### config.mk
export PLATFORM = sky130hd
export DESIGN_NAME = game_button_debouncer_flat
export DESIGN_NICKNAME = d
export VERILOG_FILES = /design/src/rtl/game_button_debouncer_if.sv /design/src/rtl/game_button_debouncer.sv /design/src/flat_wrapper.sv
export SDC_FILE = /design/constraint.sdc
export NUM_CORES = 1
export LEC_CHECK = 0
export CAP_MARGIN = 20
export CORE_MARGIN = 5
export CORE_UTILIZATION = 60
export CTS_CLUSTER_SIZE = 30
export DETAILED_ROUTE_END_ITERATION = 6
export PLACE_DENSITY = 0.86
export SLEW_MARGIN = 5
export SYNTH_ARGS = -nofsm -noshare
export SYNTH_HDL_FRONTEND = slang
export SYNTH_SLANG_ARGS = --single-unit
### constraint.sdc
create_clock -name clk_5mhz -period 7 [get_ports clk_5mhz]
set_input_delay 1.05 -clock clk_5mhz [delete_from_list [all_inputs] [get_ports clk_5mhz]]
set_output_delay 1.05 -clock clk_5mhz [all_outputs]
set_load 0.005 [all_outputs]
### src/rtl/game_button_debouncer_if.sv
// game_button_debouncer_if: raw button pins in, debounced level and press/release pulses out
interface game_button_debouncer_if #(
  parameter int NUM_BTN = 4
);
  logic [NUM_BTN-1:0] btn_raw;
  logic [NUM_BTN-1:0] btn_state;
  logic [NUM_BTN-1:0] btn_press;
  logic [NUM_BTN-1:0] btn_release;
  modport master (output btn_raw, input btn_state, btn_press, btn_release);
  modport slave (input btn_raw, output btn_state, btn_press, btn_release);
endinterface

### src/rtl/game_button_debouncer.sv
// game_button_debouncer: per-channel sync, debounce and press/release pulses; define GAME_BTN_AUTOREPEAT_EN for hold-to-repeat presses
module game_button_debouncer #(
  parameter int NUM_BTN = 4,
  parameter int DEBOUNCE_CYCLES = 25000,
  parameter int ACTIVE_LOW = 0,
  parameter int REPEAT_DELAY = 2500000,
  parameter int REPEAT_PERIOD = 500000
) (
  input logic clk_5mhz,
  input logic rst,
  game_button_debouncer_if.slave btn
);
  localparam int CW = $clog2(DEBOUNCE_CYCLES);
  localparam logic [CW-1:0] CNT_LAST = CW'(DEBOUNCE_CYCLES - 1);
  localparam logic REL_LVL = (ACTIVE_LOW != 0);
`ifdef GAME_BTN_AUTOREPEAT_EN
  localparam int HW = $clog2(REPEAT_DELAY > REPEAT_PERIOD ? REPEAT_DELAY : REPEAT_PERIOD);
  localparam logic [HW-1:0] DELAY_LAST = HW'(REPEAT_DELAY - 1);
  localparam logic [HW-1:0] PER_LAST = HW'(REPEAT_PERIOD - 1);
`endif
  if (DEBOUNCE_CYCLES < 2 || DEBOUNCE_CYCLES > (1 << 20)) begin : g_bad_debounce
    $error("DEBOUNCE_CYCLES must be within 2..2^20");
  end
  if (REPEAT_DELAY < 2 || REPEAT_PERIOD < 1) begin : g_bad_repeat
    $error("REPEAT_DELAY must be >= 2 and REPEAT_PERIOD >= 1");
  end
  typedef enum logic [1:0] {
    IDLE,
    PRESSED
`ifdef GAME_BTN_AUTOREPEAT_EN
    , REPEATING
`endif
  } btn_fsm_t;
  for (genvar i = 0; i < NUM_BTN; i++) begin : g_ch
    logic meta_q, sync_q, sync, accept;
    logic state_q, state_d, press_q, press_d, rel_q, rel_d;
    logic [CW-1:0] cnt_q, cnt_d;
    btn_fsm_t fsm_q, fsm_d;
    assign sync = sync_q ^ REL_LVL;
    // accept only after DEBOUNCE_CYCLES consecutive disagreeing samples; any agreement restarts the count
    assign accept = (sync != state_q) && (cnt_q == CNT_LAST);
    assign state_d = accept ? sync : state_q;
    assign cnt_d = (sync == state_q || accept) ? '0 : cnt_q + 1'b1;
    assign btn.btn_state[i] = state_q;
    assign btn.btn_press[i] = press_q;
    assign btn.btn_release[i] = rel_q;
`ifdef GAME_BTN_AUTOREPEAT_EN
    logic [HW-1:0] hold_q, hold_d;
    always_ff @(posedge clk_5mhz or posedge rst) begin
      if (rst) hold_q <= '0;
      else hold_q <= hold_d;
    end
    always_comb begin
      fsm_d = fsm_q;
      press_d = 1'b0;
      rel_d = 1'b0;
      hold_d = (hold_q == '1) ? hold_q : hold_q + 1'b1;
      case (fsm_q)
        IDLE: begin
          hold_d = '0;
          if (accept && sync) begin
            fsm_d = PRESSED;
            press_d = 1'b1;
          end
        end
        PRESSED:
          if (accept && !sync) begin
            fsm_d = IDLE;
            rel_d = 1'b1;
          end else if (hold_q == DELAY_LAST) begin
            fsm_d = REPEATING;
            press_d = 1'b1;
            hold_d = '0;
          end
        REPEATING:
          if (accept && !sync) begin
            fsm_d = IDLE;
            rel_d = 1'b1;
          end else if (hold_q == PER_LAST) begin
            press_d = 1'b1;
            hold_d = '0;
          end
        default: fsm_d = IDLE;
      endcase
    end
`else
    always_comb begin
      fsm_d = fsm_q;
      press_d = 1'b0;
      rel_d = 1'b0;
      case (fsm_q)
        IDLE:
          if (accept && sync) begin
            fsm_d = PRESSED;
            press_d = 1'b1;
          end
        PRESSED:
          if (accept && !sync) begin
            fsm_d = IDLE;
            rel_d = 1'b1;
          end
        default: fsm_d = IDLE;
      endcase
    end
`endif
    // synchronizer resets to the released pin level so an idle button never fires after reset
    always_ff @(posedge clk_5mhz or posedge rst) begin
      if (rst) begin
        meta_q <= REL_LVL;
        sync_q <= REL_LVL;
        state_q <= 1'b0;
        press_q <= 1'b0;
        rel_q <= 1'b0;
        cnt_q <= '0;
        fsm_q <= IDLE;
      end else begin
        meta_q <= btn.btn_raw[i];
        sync_q <= meta_q;
        state_q <= state_d;
        press_q <= press_d;
        rel_q <= rel_d;
        cnt_q <= cnt_d;
        fsm_q <= fsm_d;
      end
    end
  end
endmodule

### src/flat_wrapper.sv
// flat-port wrapper written by rule: the top's interface ports become plain ports
module game_button_debouncer_flat 
#(
  parameter int NUM_BTN = 4,
  parameter int DEBOUNCE_CYCLES = 25000,
  parameter int ACTIVE_LOW = 0,
  parameter int REPEAT_DELAY = 2500000,
  parameter int REPEAT_PERIOD = 500000
)
  (clk_5mhz, rst, btn_btn_raw, btn_btn_state, btn_btn_press, btn_btn_release);
  game_button_debouncer_if #(.NUM_BTN(NUM_BTN)) btn_i ();
  input logic clk_5mhz;
  input logic rst;
  input wire logic [$bits(btn_i.btn_raw)-1:0] btn_btn_raw;
  output wire logic [$bits(btn_i.btn_state)-1:0] btn_btn_state;
  output wire logic [$bits(btn_i.btn_press)-1:0] btn_btn_press;
  output wire logic [$bits(btn_i.btn_release)-1:0] btn_btn_release;
  assign btn_i.btn_raw = btn_btn_raw;
  assign btn_btn_state = btn_i.btn_state;
  assign btn_btn_press = btn_i.btn_press;
  assign btn_btn_release = btn_i.btn_release;
  game_button_debouncer #(.NUM_BTN(NUM_BTN), .DEBOUNCE_CYCLES(DEBOUNCE_CYCLES), .ACTIVE_LOW(ACTIVE_LOW), .REPEAT_DELAY(REPEAT_DELAY), .REPEAT_PERIOD(REPEAT_PERIOD)) u_core (.clk_5mhz(clk_5mhz), .rst(rst), .btn(btn_i));
endmodule
# Word level (Yosys, flattened, before mapping)
# Index checks and enable logic that the tools add are counted.
[word_totals]
register_bits = 88
latchBits = 0
ram_bits = 0
mem_bits_ro = 0
inputBits = 6
n_memories = 0
[classes]
add_sub_neg = 4
mul = 0
n_div = 0
magnitude_cmp = 0
eq_ne = 24
shifts = 0
mux = 32
bitwise_logic = 0
n_reduce_logical = 28
[ops]
columns = ["op", "count"]
rows = [
  ["adder 15 x 1 -> 15 bit (second input constant)", 4],
  ["equality test 15 bit (second input constant)", 4],
  ["two-way mux 15 bit", 4],
  ["two-way mux 1 bit", 16],
  ["two-way mux 2 bit", 8],
  ["!= test 2 x 1 -> 1 bit (second input constant)", 8],
  ["case mux 2 bit (2 select lines)", 4],
  ["logical AND 1 bit", 12],
  ["equality test 2 x 1 -> 1 bit (second input constant)", 4],
  ["logical NOT 2 bit", 4],
  ["AND reduction 2 bit", 4],
  ["equality test 1 bit", 4],
  ["logical NOT 1 bit", 4],
  ["logical OR 1 bit", 4],
  ["!= test 1 bit", 4],
]

# Longest topological paths before layout
# Gate-level depths: netlist (run 1).
[logic_depth]
depth_word = 5
mapped_depth = 7
depth_no_buf = 5

# Worst setup path after synthesis (run 1)
# No wires, ideal clock.
[synth_path]
kind = "flip-flop to flip-flop"
from = "reg u_core.g_ch[2].cnt_q[6]"
to = "reg u_core.g_ch[2].cnt_q[10]"
setup_ns = 0.119
arrival_time_ns = 1.787
required_time_ns = 6.881
setup_slack_ns = 5.094
stages_incl_launch_ff = 7
path_buffers = 2
path_cell_list = "dfrtp_1 -> or4b_1 -> or4_1 -> buf_6 -> nand2_4 -> buf_6 -> nor2_1"
[synth_via]
elab_chain_cells = 4
word_cells_on_any_way = 5
cone_classes = "add/sub (1); eq/ne (1); mux (1); reduce/logical (2)"
[synth_lines]
columns = ["element", "line_no", "text"]
rows = [
  ["start, declared", "game_button_debouncer.sv:37", "logic [CW-1:0] cnt_q, cnt_d;"],
  ["start signal, assigned", "game_button_debouncer.sv:122", "cnt_q <= cnt_d;"],
  ["parallel branches: the longest is 3 deep, another holds adder 15 x 1 -> 15 bit", "-", ""],
  ["two-way mux 15 bit (*)", "game_button_debouncer.sv:43", "assign cnt_d = (sync == state_q || accept) ? '0 : cnt_q + 1'b1;"],
  ["net u_core.g_ch[2].cnt_d[10]", "game_button_debouncer.sv:37", ""],
]
# Mark *: on every way through the listed nets, which the timed path passes.
# A chain may end at the register's enable or synchronous reset.

# Worst setup path in the final report (run 1)
[layout_path]
from = "reg u_core.g_ch[2].state_q"
to = "out btn_btn_state[2]"
[layout_lines]
columns = ["element", "line_no", "text"]
rows = [
  ["start, declared", "game_button_debouncer.sv:36", "logic state_q, state_d, press_q, press_d, rel_q, rel_d;"],
  ["start signal, assigned", "game_button_debouncer.sv:119", "state_q <= state_d;"],
  ["end, declared", "flat_wrapper.sv:15", "output wire logic [$bits(btn_i.btn_state)-1:0] btn_btn_state;"],
]
# No word-level cell between the ends.

==> reports/metrics.csv, run 1 <==
metric;value;unit
crit path DAT;1370;ps
Top delay family on crit path;buffers and inverters;
final worst-path cycle share;0.346;
initial antenna violation count;0;
setup TNS;0;ps
startpoint types;register;
WS Path Type;register to output port;
Yosys top cell area share;0.546;
FP Rows;29;
first-pass GRT wire length;11400;µm
Placed Instances;442;
Initial Util;0.610;
RSZ-0062 raised after global routing;no;
final RePlAce weighted congestion;0.838;
DP HPWL;4210;µm
main area contributors after synthesis;dfrtp_1 (55%), xnor2_1 (7.5%), nor2_1 (6.4%);
H-tree levels;3;
ys async rst share;1.00;
via count;2547;
top_reg_cell synth;dfrtp_1;
post-synthesis sequential area ratio;0.546;
fin nets;387;
Fillers;469;
Cell Chain, Critical Path;clkdlybuf4s50_1;
later-pin clock latency in the skew report;350;ps
All-Layer GR Usage;0.169;
area of the multi-input gates;0.00157;mm²
deepest clock path buffer count;2;
TritonCTS Buffers;9;
Die ar.;0.00812;mm²
Max Cap Violations;0;
Syn Inst Count;366;
Yosys reg bits;84;
clk_skew;10.8;ps
largest stage delay on the critical path;550;ps
Peak VDD IR;0.186;mV
TritonCTS clock tree;done;
routed wire length;6380;µm
pin count of the biggest net entering global routing;85;
min Tclk post-route;2420;ps
Starting DRT DRC Count;127;
Layout Cells excl Fill;459;
PostCTS Resize Cnt;0;
WL/cell;13.9;µm
largest area contributor in the netlist;dfrtp_1;
min-delay worst type;register to register;
Die Span Y;90.1;µm
CP Capture Type;output port;
Yosys cell types;35;
status;complete, no violations;
syn_nets;376;
Final Hold Fails;0;
pwr dens;215;mW/mm²
core area;0.00631;mm²
CTS root buffer;clkbuf_8;
DRC errors left;0;
number of synthesized flops with an enable pin;0;
Final setup viols;0;
Pre-antenna DRT Iters;4;
CP Data Required Time;5950;ps
Die X-Extent;90.1;µm
Max stage delay cell, worst path;clkdlybuf4s50_1;
Slew @ Worst Pin;468;ps
FF+latch area;0.00210;mm²
mean number of vias per cell;5.55;
setup bufs post-CTS;0;
CP max FO;6;
Mapped Area;0.00385;mm²
syn_area_per_cell;10.5;µm²
fmax;413;MHz
leak pwr;1.82;nW
PortBufs;17;
Area Overhead vs Synth;9.65;%
max_slew headroom;0.683;
Sink Count;84;
layout cells sized above 1;0.0759;
number of global-route vias before repair;2509;
clock transition at the registers of the reported paths;90;ps
antenna diode count;0;
grt ovf;0;
Final ANT Viol Nets;0;
Pins Over Slew Limit;0;
Ys Warns;0;
hold_buf cts;0;
CP Buf/Inv Count;1;
Ports;18;
-- cell families after synthesis --
group | after synthesis | share of synthesized area
flops | 84 | 0.546
compound gates | 18 | 0.0328
xor+xnor | 53 | 0.121
simple gates | 179 | 0.241
buf+inv | 28 | 0.0468
fa+ha+maj | 4 | 0.0130
-- synth_stat cells, types with 2 or more instances --
| cell | n |
|---|---|
| xor2_1 | 20 |
| or4b_1 | 3 |
| nor2_4 | 2 |
| or4_1 | 3 |
| inv_1 | 9 |
| a21oi_1 | 3 |
| o21ai_0 | 6 |
| clkbuf_1 | 3 |
| buf_4 | 12 |
| and4_1 | 2 |
| nand4_1 | 11 |
| nand2_4 | 2 |
| ha_1 | 4 |
| or3_1 | 3 |
| or2_2 | 3 |
| and3_1 | 11 |
| nor4b_1 | 3 |
| a2bb2oi_1 | 3 |
| nor4_1 | 14 |
| buf_6 | 4 |
| xnor2_1 | 33 |
| nand2_1 | 16 |
| nor2_1 | 66 |
| nor3b_1 | 2 |
| a21o_1 | 3 |
| nand3_1 | 25 |
| nor3_1 | 9 |
| dfrtp_1 | 84 |
-- per-layer routing --
| metal | share of wire | up-vias | global-route usage | wire length (µm) |
|---|---|---|---|---|
| li1 | - | 1263 | - | - |
| met5 | 0 | - | 0 | 0 |
| met2 | 0.47 | 43 | 0.261 | 3010 |
| met4 | 0.023 | 0 | 0.0893 | 149 |
| met3 | 0.031 | 12 | 0.0309 | 199 |
| met1 | 0.47 | 1229 | 0.226 | 3020 |
-- final cells by class --
class                   instances  area share
flip-flops and latches         84       0.498
repair buffers                 19      0.0486
clock inverters                 6      0.0207
well taps                      77      0.0228
multi-input cells             254       0.371
clock buffers                  10      0.0302
inverters                       9     0.00830
-- cells in the final DEF, fill, tap and decap left out, drive strengths merged, types with 4 or more instances in the layout --
cell type,instances
dfrtp,84
nor2,68
xnor2,33
nand3,25
xor2,20
nand2,18
clkdlybuf4s50,17
nor4,14
and3,12
nand4,11
clkbuf,10
nor3,9
inv,9
o21ai,7
ha,4
clkinv,4
a2bb2oi,4
a21o,4
-- power by group --
group	total [W]	switching (W)	internal, W
registers	0.000499	0.00000674	0.000493
clock network	0.000376	0.000174	0.000202
logic	0.0000317	0.0000205	0.0000112
total	0.000907	0.000201	0.000706
-- stage by stage --
step	utilization	hold slack (ps)	setup slack, ps	cell area [µm²]	total power, W
2_1_floorplan	-	331	3780	3850	0.000530
3_3_place_gp	0.630	332	4600	3980	0.000538
3_5_place_dp	0.630	338	4570	3980	0.000540
4_1_cts	0.664	350	4560	4190	0.000915
5_1_grt	0.669	373	4520	4220	0.000945
6_report	0.669	347	4580	4220	0.000907
-- sequential cells by signal, indices dropped and copies added (netlist names) --
register	count
u_core.g_ch.rel_q	4
u_core.g_ch.cnt_q	60
u_core.g_ch.meta_q	4
u_core.g_ch.press_q	4
u_core.g_ch.fsm_q	4
u_core.g_ch.state_q	4
u_core.g_ch.sync	4
-- path summary, 6_finish.rpt --
kind	from	to	slack, ps	cells after the start
min reg2reg	u_core.g_ch[2].meta_q$_DFF_PP0_	u_core.g_ch[2].sync$_DFF_PP0_	350	0
max in group asynchronous	rst	u_core.g_ch[3].rel_q$_DFF_PP0_	5360	4
min in group asynchronous	rst	u_core.g_ch[2].state_q$_DFFE_PP0N_	1060	3
max	u_core.g_ch[2].state_q$_DFFE_PP0N_	btn_btn_state[2]	4580	1
max reg2reg	u_core.g_ch[2].cnt_q[6]$_DFF_PP0_	u_core.g_ch[2].cnt_q[10]$_DFF_PP0_	4910	4
min	u_core.g_ch[2].meta_q$_DFF_PP0_	u_core.g_ch[2].sync$_DFF_PP0_	350	0
-- worst register-to-register path, stage by stage (launching register included) --
cell	delay (ps)
dfrtp_1	450
or4b_1	500
or4_1	710
nand2_4	220
nor2_1	80
No activity file was read; power rests on OpenSTA's default activity.
==> run 2, diff against run 1 <==
Settings changed: CORE_UTILIZATION 60 to 54, PLACE_DENSITY 0.86 to 0.82.
Clock period 7 ns to 2.15 ns, I/O delays scaled along.
==> run 2 against run 1 <==
Effect of this change:
- sequential power rose to 3.3 times the previous value
- sequential share of layout area down 0.35 points
- register-to-register slack got worse by 4800 ps
- critical path type is now register to register
- highest routed layer unchanged
==> reports/metrics.csv, run 2 (synthesis results as in run 1) <==
metric;value;unit
met2 Track Usage GR;0.280;
CTS root buffer;clkbuf_8;
placed inst area;0.00404;mm²
grt met1 use;0.223;
flip-flop count of the largest register after layout;60;
met3 GRT Util;0.0454;
core area;0.00687;mm²
Fillers;555;
FP Rows;30;
setup TNS;0;ps
Sink Count;84;
fmax;487;MHz
Net Sw Frac;0.233;
Area Overhead vs Synth;10.4;%
layout cells sized above 1;0.0859;
final RePlAce weighted congestion;0.906;
Initial Util;0.560;
commonest non-fill, non-tap cell in the layout;dfrtp_1;
PortBufs;17;
routed wire length;6860;µm
leak pwr;1.82;nW
TritonCTS Buffers;9;
area of the multi-input gates;0.00157;mm²
DRC errors left;0;
Clock power frac;0.403;
first-pass GRT wire length;12100;µm
Int Power;0.00222;W
status;complete, no violations;
clock transition at the registers of the reported paths;80;ps
deepest clock path buffer count;2;
setup bufs post-CTS;0;
min Tclk post-route;2050;ps
clk_skew;8.27;ps
H-tree levels;3;
WS Path Type;register to register;
later-pin clock latency in the skew report;350;ps
Ports;18;
RSZ-0062 raised after global routing;no;
DP HPWL;4360;µm
initial antenna violation count;0;
All-Layer GR Usage;0.172;
Die X-Extent;94.4;µm
Slew @ Worst Pin;469;ps
Final ANT Viol Nets;0;
pin count of the biggest net entering global routing;85;
mean number of vias per cell;5.46;
sequential power share;0.562;
number of global-route vias before repair;2646;
crit path DAT;2290;ps
Max Cap Violations;0;
CP Capture Type;register;
TritonCTS clock tree;done;
fin worst setup slack;98.3;ps
dpl ws;98.0;ps
final worst-path cycle share;0.954;
startpoint types;register;
largest register by flop count;u_core.g_ch.cnt_q;
Starting DRT DRC Count;158;
commonest cells after routing, fill and taps aside;dfrtp_1 (84), nor2_1 (66), xnor2_1 (33);
via count;2619;
pwr dens;680;mW/mm²
CP Data Required Time;2390;ps
Layout Cells excl Fill;480;
hold_buf cts;0;
Placed Instances;464;
GR peak layer;met2;
post-route cell area;0.00425;mm²
Peak VDD IR;0.443;mV
fin nets;389;
FF+latch area;0.00210;mm²
CP max FO;13;
Die Span Y;94.4;µm
grt ovf;0;
Final Hold Fails;0;
Sw Pwr;0.000674;W
Comb power frac;0.035;
Pins Over Slew Limit;0;
Pre-antenna DRT Iters;4;
max_slew headroom;0.686;
Die ar.;0.00892;mm²
Final setup viols;0;
WL/cell;14.3;µm
antenna diode count;0;
min-delay worst type;register to register;
run 2: critical path: stages, from the launching register on:
cell,delay [ps]
dfrtp_1,420
or4b_1,510
or4_1,710
nand2_4,230
nor2_1,80
run 2: area by class of cell:
class                   count  share of cell area
flip-flops and latches     84               0.494
repair buffers             21              0.0500
clock buffers              10              0.0324
well taps                  96              0.0283
multi-input cells         254               0.370
inverters                   9             0.00883
clock inverters             6              0.0165
run 2: final timing paths:
check / start / to / slack (ps) / cells past startpoint
max: u_core.g_ch[2].cnt_q[11]$_DFF_PP0_ / u_core.g_ch[2].cnt_q[8]$_DFF_PP0_ / 100 / 4
min: u_core.g_ch[0].meta_q$_DFF_PP0_ / u_core.g_ch[0].sync$_DFF_PP0_ / 360 / 0
max reg2reg: u_core.g_ch[2].cnt_q[11]$_DFF_PP0_ / u_core.g_ch[2].cnt_q[8]$_DFF_PP0_ / 100 / 4
min reg2reg: u_core.g_ch[0].meta_q$_DFF_PP0_ / u_core.g_ch[0].sync$_DFF_PP0_ / 360 / 0
max in group asynchronous: rst / u_core.g_ch[2].cnt_q[0]$_DFF_PP0_ / 1400 / 3
min in group asynchronous: rst / u_core.g_ch[3].state_q$_DFFE_PP0N_ / 450 / 3
run 2: metrics by stage:
stage	total power (W)	hold slack (ps)	util
2_1_floorplan	0.00173	331	-
3_3_place_gp	0.00176	334	0.588
3_5_place_dp	0.00176	341	0.588
4_1_cts	0.00292	360	0.618
5_1_grt	0.00301	370	0.619
6_report	0.00289	356	0.619
run 2: metal layers:
layer / share of wire / routed length (µm)
met5: 0 / 0
met4: 0.016 / 107
met3: 0.037 / 252
met2: 0.49 / 3350
met1: 0.46 / 3150
run 2: repair_timing:
action / in CTS / in global routing
resized for setup: 0 / 1
endpoints found under the setup margin: 0 / 13
endpoints found under the hold margin: 0 / 0
run 2: power groups by stage:
stage | sequential, W | combinational (W) | clock [W]
after floorplan | 0.00165 | 0.0000754 | 0
after global placement | 0.00166 | 0.000102 | 0
after detailed placement | 0.00166 | 0.000104 | 0
after CTS | 0.00162 | 0.000105 | 0.00119
after global routing | 0.00163 | 0.000118 | 0.00126
final | 0.00163 | 0.000101 | 0.00116
==> run 3, diff against run 2 <==
Settings changed: CAP_MARGIN 20 to unset, CELL_PAD_IN_SITES_DETAIL_PLACEMENT set to 1, CELL_PAD_IN_SITES_GLOBAL_PLACEMENT set to 2, CORE_UTILIZATION 54 to 36.
==> run 3 against run 2 <==
Effect of this change:
- global-route usage fell by 4.0 points
- sequential power barely moved
- cell count rose by 9.4%
- register-to-register slack got worse by 20 ps
- largest power group unchanged
- highest routed layer unchanged
==> reports/metrics.csv, run 3 (synthesis results as in run 1) <==
metric;value;unit
routed wire length;7600;µm
Layout Cells excl Fill;525;
leak pwr;1.84;nW
number of global-route vias before repair;2921;
min Tclk post-route;2070;ps
DP HPWL;5270;µm
mean number of vias per cell;5.03;
Sink Count;84;
RSZ-0062 raised after global routing;no;
Int Power;0.00221;W
deepest clock path buffer count;2;
FP Rows;37;
Pins Over Slew Limit;0;
later-pin clock latency in the skew report;350;ps
Initial Util;0.371;
WS Path Type;register to register;
startpoint types;register;
antenna diode count;0;
max_slew headroom;0.722;
CP Capture Type;register;
pwr dens;658;mW/mm²
Placed Instances;509;
clock transition at the registers of the reported paths;80;ps
Slew @ Worst Pin;416;ps
CTS root buffer;clkbuf_8;
TritonCTS Buffers;9;
Clock power frac;0.390;
CP Data Required Time;2380;ps
grt ovf;0;
Die X-Extent;113;µm
Max Cap Violations;0;
crit path DAT;2300;ps
dpl ws;64.2;ps
TritonCTS clock tree;done;
PortBufs;17;
Core Util, Final;0.417;
Pre-antenna DRT Iters;4;
status;complete, no violations;
Net Sw Frac;0.223;
via count;2641;
clk_skew;9.30;ps
largest register by flop count;u_core.g_ch.cnt_q;
fin worst setup slack;80.5;ps
DRC errors left;0;
first-pass GRT wire length;13800;µm
Final ANT Viol Nets;0;
commonest cells after routing, fill and taps aside;dfrtp_1 (84), nor2_1 (66), xnor2_1 (33);
pin count of the biggest net entering global routing;49;
Comb power frac;0.038;
All-Layer GR Usage;0.132;
Ports;18;
H-tree levels;3;
Design Power;0.00285;W
Die ar.;0.0129;mm²
Final setup viols;0;
min-delay worst type;input pin to async pin;
fmax;483;MHz
flip-flop count of the largest register after layout;60;
Area Overhead vs Synth;12.3;%
Peak VDD IR;0.454;mV
Die Span Y;113;µm
fin nets;394;
sequential power share;0.571;
core area;0.0104;mm²
CP max FO;7;
Final Hold Fails;0;
initial antenna violation count;0;
Sw Pwr;0.000635;W
final RePlAce weighted congestion;0.753;
commonest non-fill, non-tap cell in the layout;dfrtp_1;
Starting DRT DRC Count;98;
layout cells sized above 1;0.0925;
hold_buf cts;0;
setup TNS;0;ps
WL/cell;14.5;µm
final worst-path cycle share;0.963;
## run 3: cell types whose count changed in the layout (fill, tap and decap cells not counted)
| cell | previous run | this run |
|---|---|---|
| clkbuf_1 | 0 | 2 |
| buf_4 | 3 | 8 |
| clkinv_4 | 2 | 1 |
| clkinv_2 | 1 | 2 |
| inv_6 | 2 | 0 |
## run 3: final timing paths
kind	startpoint	endpoint	slack, ps	cells past startpoint
max in group asynchronous	rst	u_core.g_ch[0].cnt_q[8]$_DFF_PP0_	1240	3
worst min-delay path	rst	u_core.g_ch[3].cnt_q[7]$_DFF_PP0_	310	2
worst max register to register	u_core.g_ch[3].cnt_q[9]$_DFF_PP0_	u_core.g_ch[3].fsm_q[0]$_DFFE_PP0P_	80	4
worst min register to register	u_core.g_ch[2].meta_q$_DFF_PP0_	u_core.g_ch[2].sync$_DFF_PP0_	350	0
worst max-delay path	u_core.g_ch[3].cnt_q[9]$_DFF_PP0_	u_core.g_ch[3].fsm_q[0]$_DFFE_PP0P_	80	4
min in group clk_5mhz	u_core.g_ch[2].meta_q$_DFF_PP0_	u_core.g_ch[2].sync$_DFF_PP0_	350	0
## run 3: what timing repair did
action | 4_1_cts | 5_1_grt
buffers inserted | 0 | 0
setup endpoints to repair | 0 | 7
gates resized for setup | 0 | 1
## run 3: through the flow
step	instance area (µm²)	hold WS (ps)
after floorplan	3850	331
after global placement	4130	332
after detailed placement	4130	338
after CTS	4320	305
after global routing	4330	322
final	4330	312
## run 3: layout make-up
type                       instances  area (µm²)
sequential                        84        2100
multi-input combinational        254        1570
clock inverter                     4        48.8
fill                            1179        6040
timing repair buffer              26         250
tap                              136         170
clock buffer                      12         145
inverter                           9        37.5
## run 3: per-layer routing
layer / track usage / part of all wire
met1: 0.170 / 0.48
met2: 0.219 / 0.47
met3: 0.0361 / 0.036
met4: 0.0385 / 0.013
met5: 0 / 0
## run 3: worst max-delay path, cell delays in order (launching register included)
cell	delay (ps)
dfrtp_1	410
or4_1	510
or4_1	690
o21ai_0	240
a2bb2oi_1	90
## run 3: power groups by stage
stage | logic [W] | clock network [W] | registers, W
final | 0.000109 | 0.00111 | 0.00163
after global routing | 0.000128 | 0.00122 | 0.00163
after detailed placement | 0.000113 | 0 | 0.00166
after global placement | 0.000111 | 0 | 0.00166
after CTS | 0.000114 | 0.00115 | 0.00163
after floorplan | 0.0000754 | 0 | 0.00165
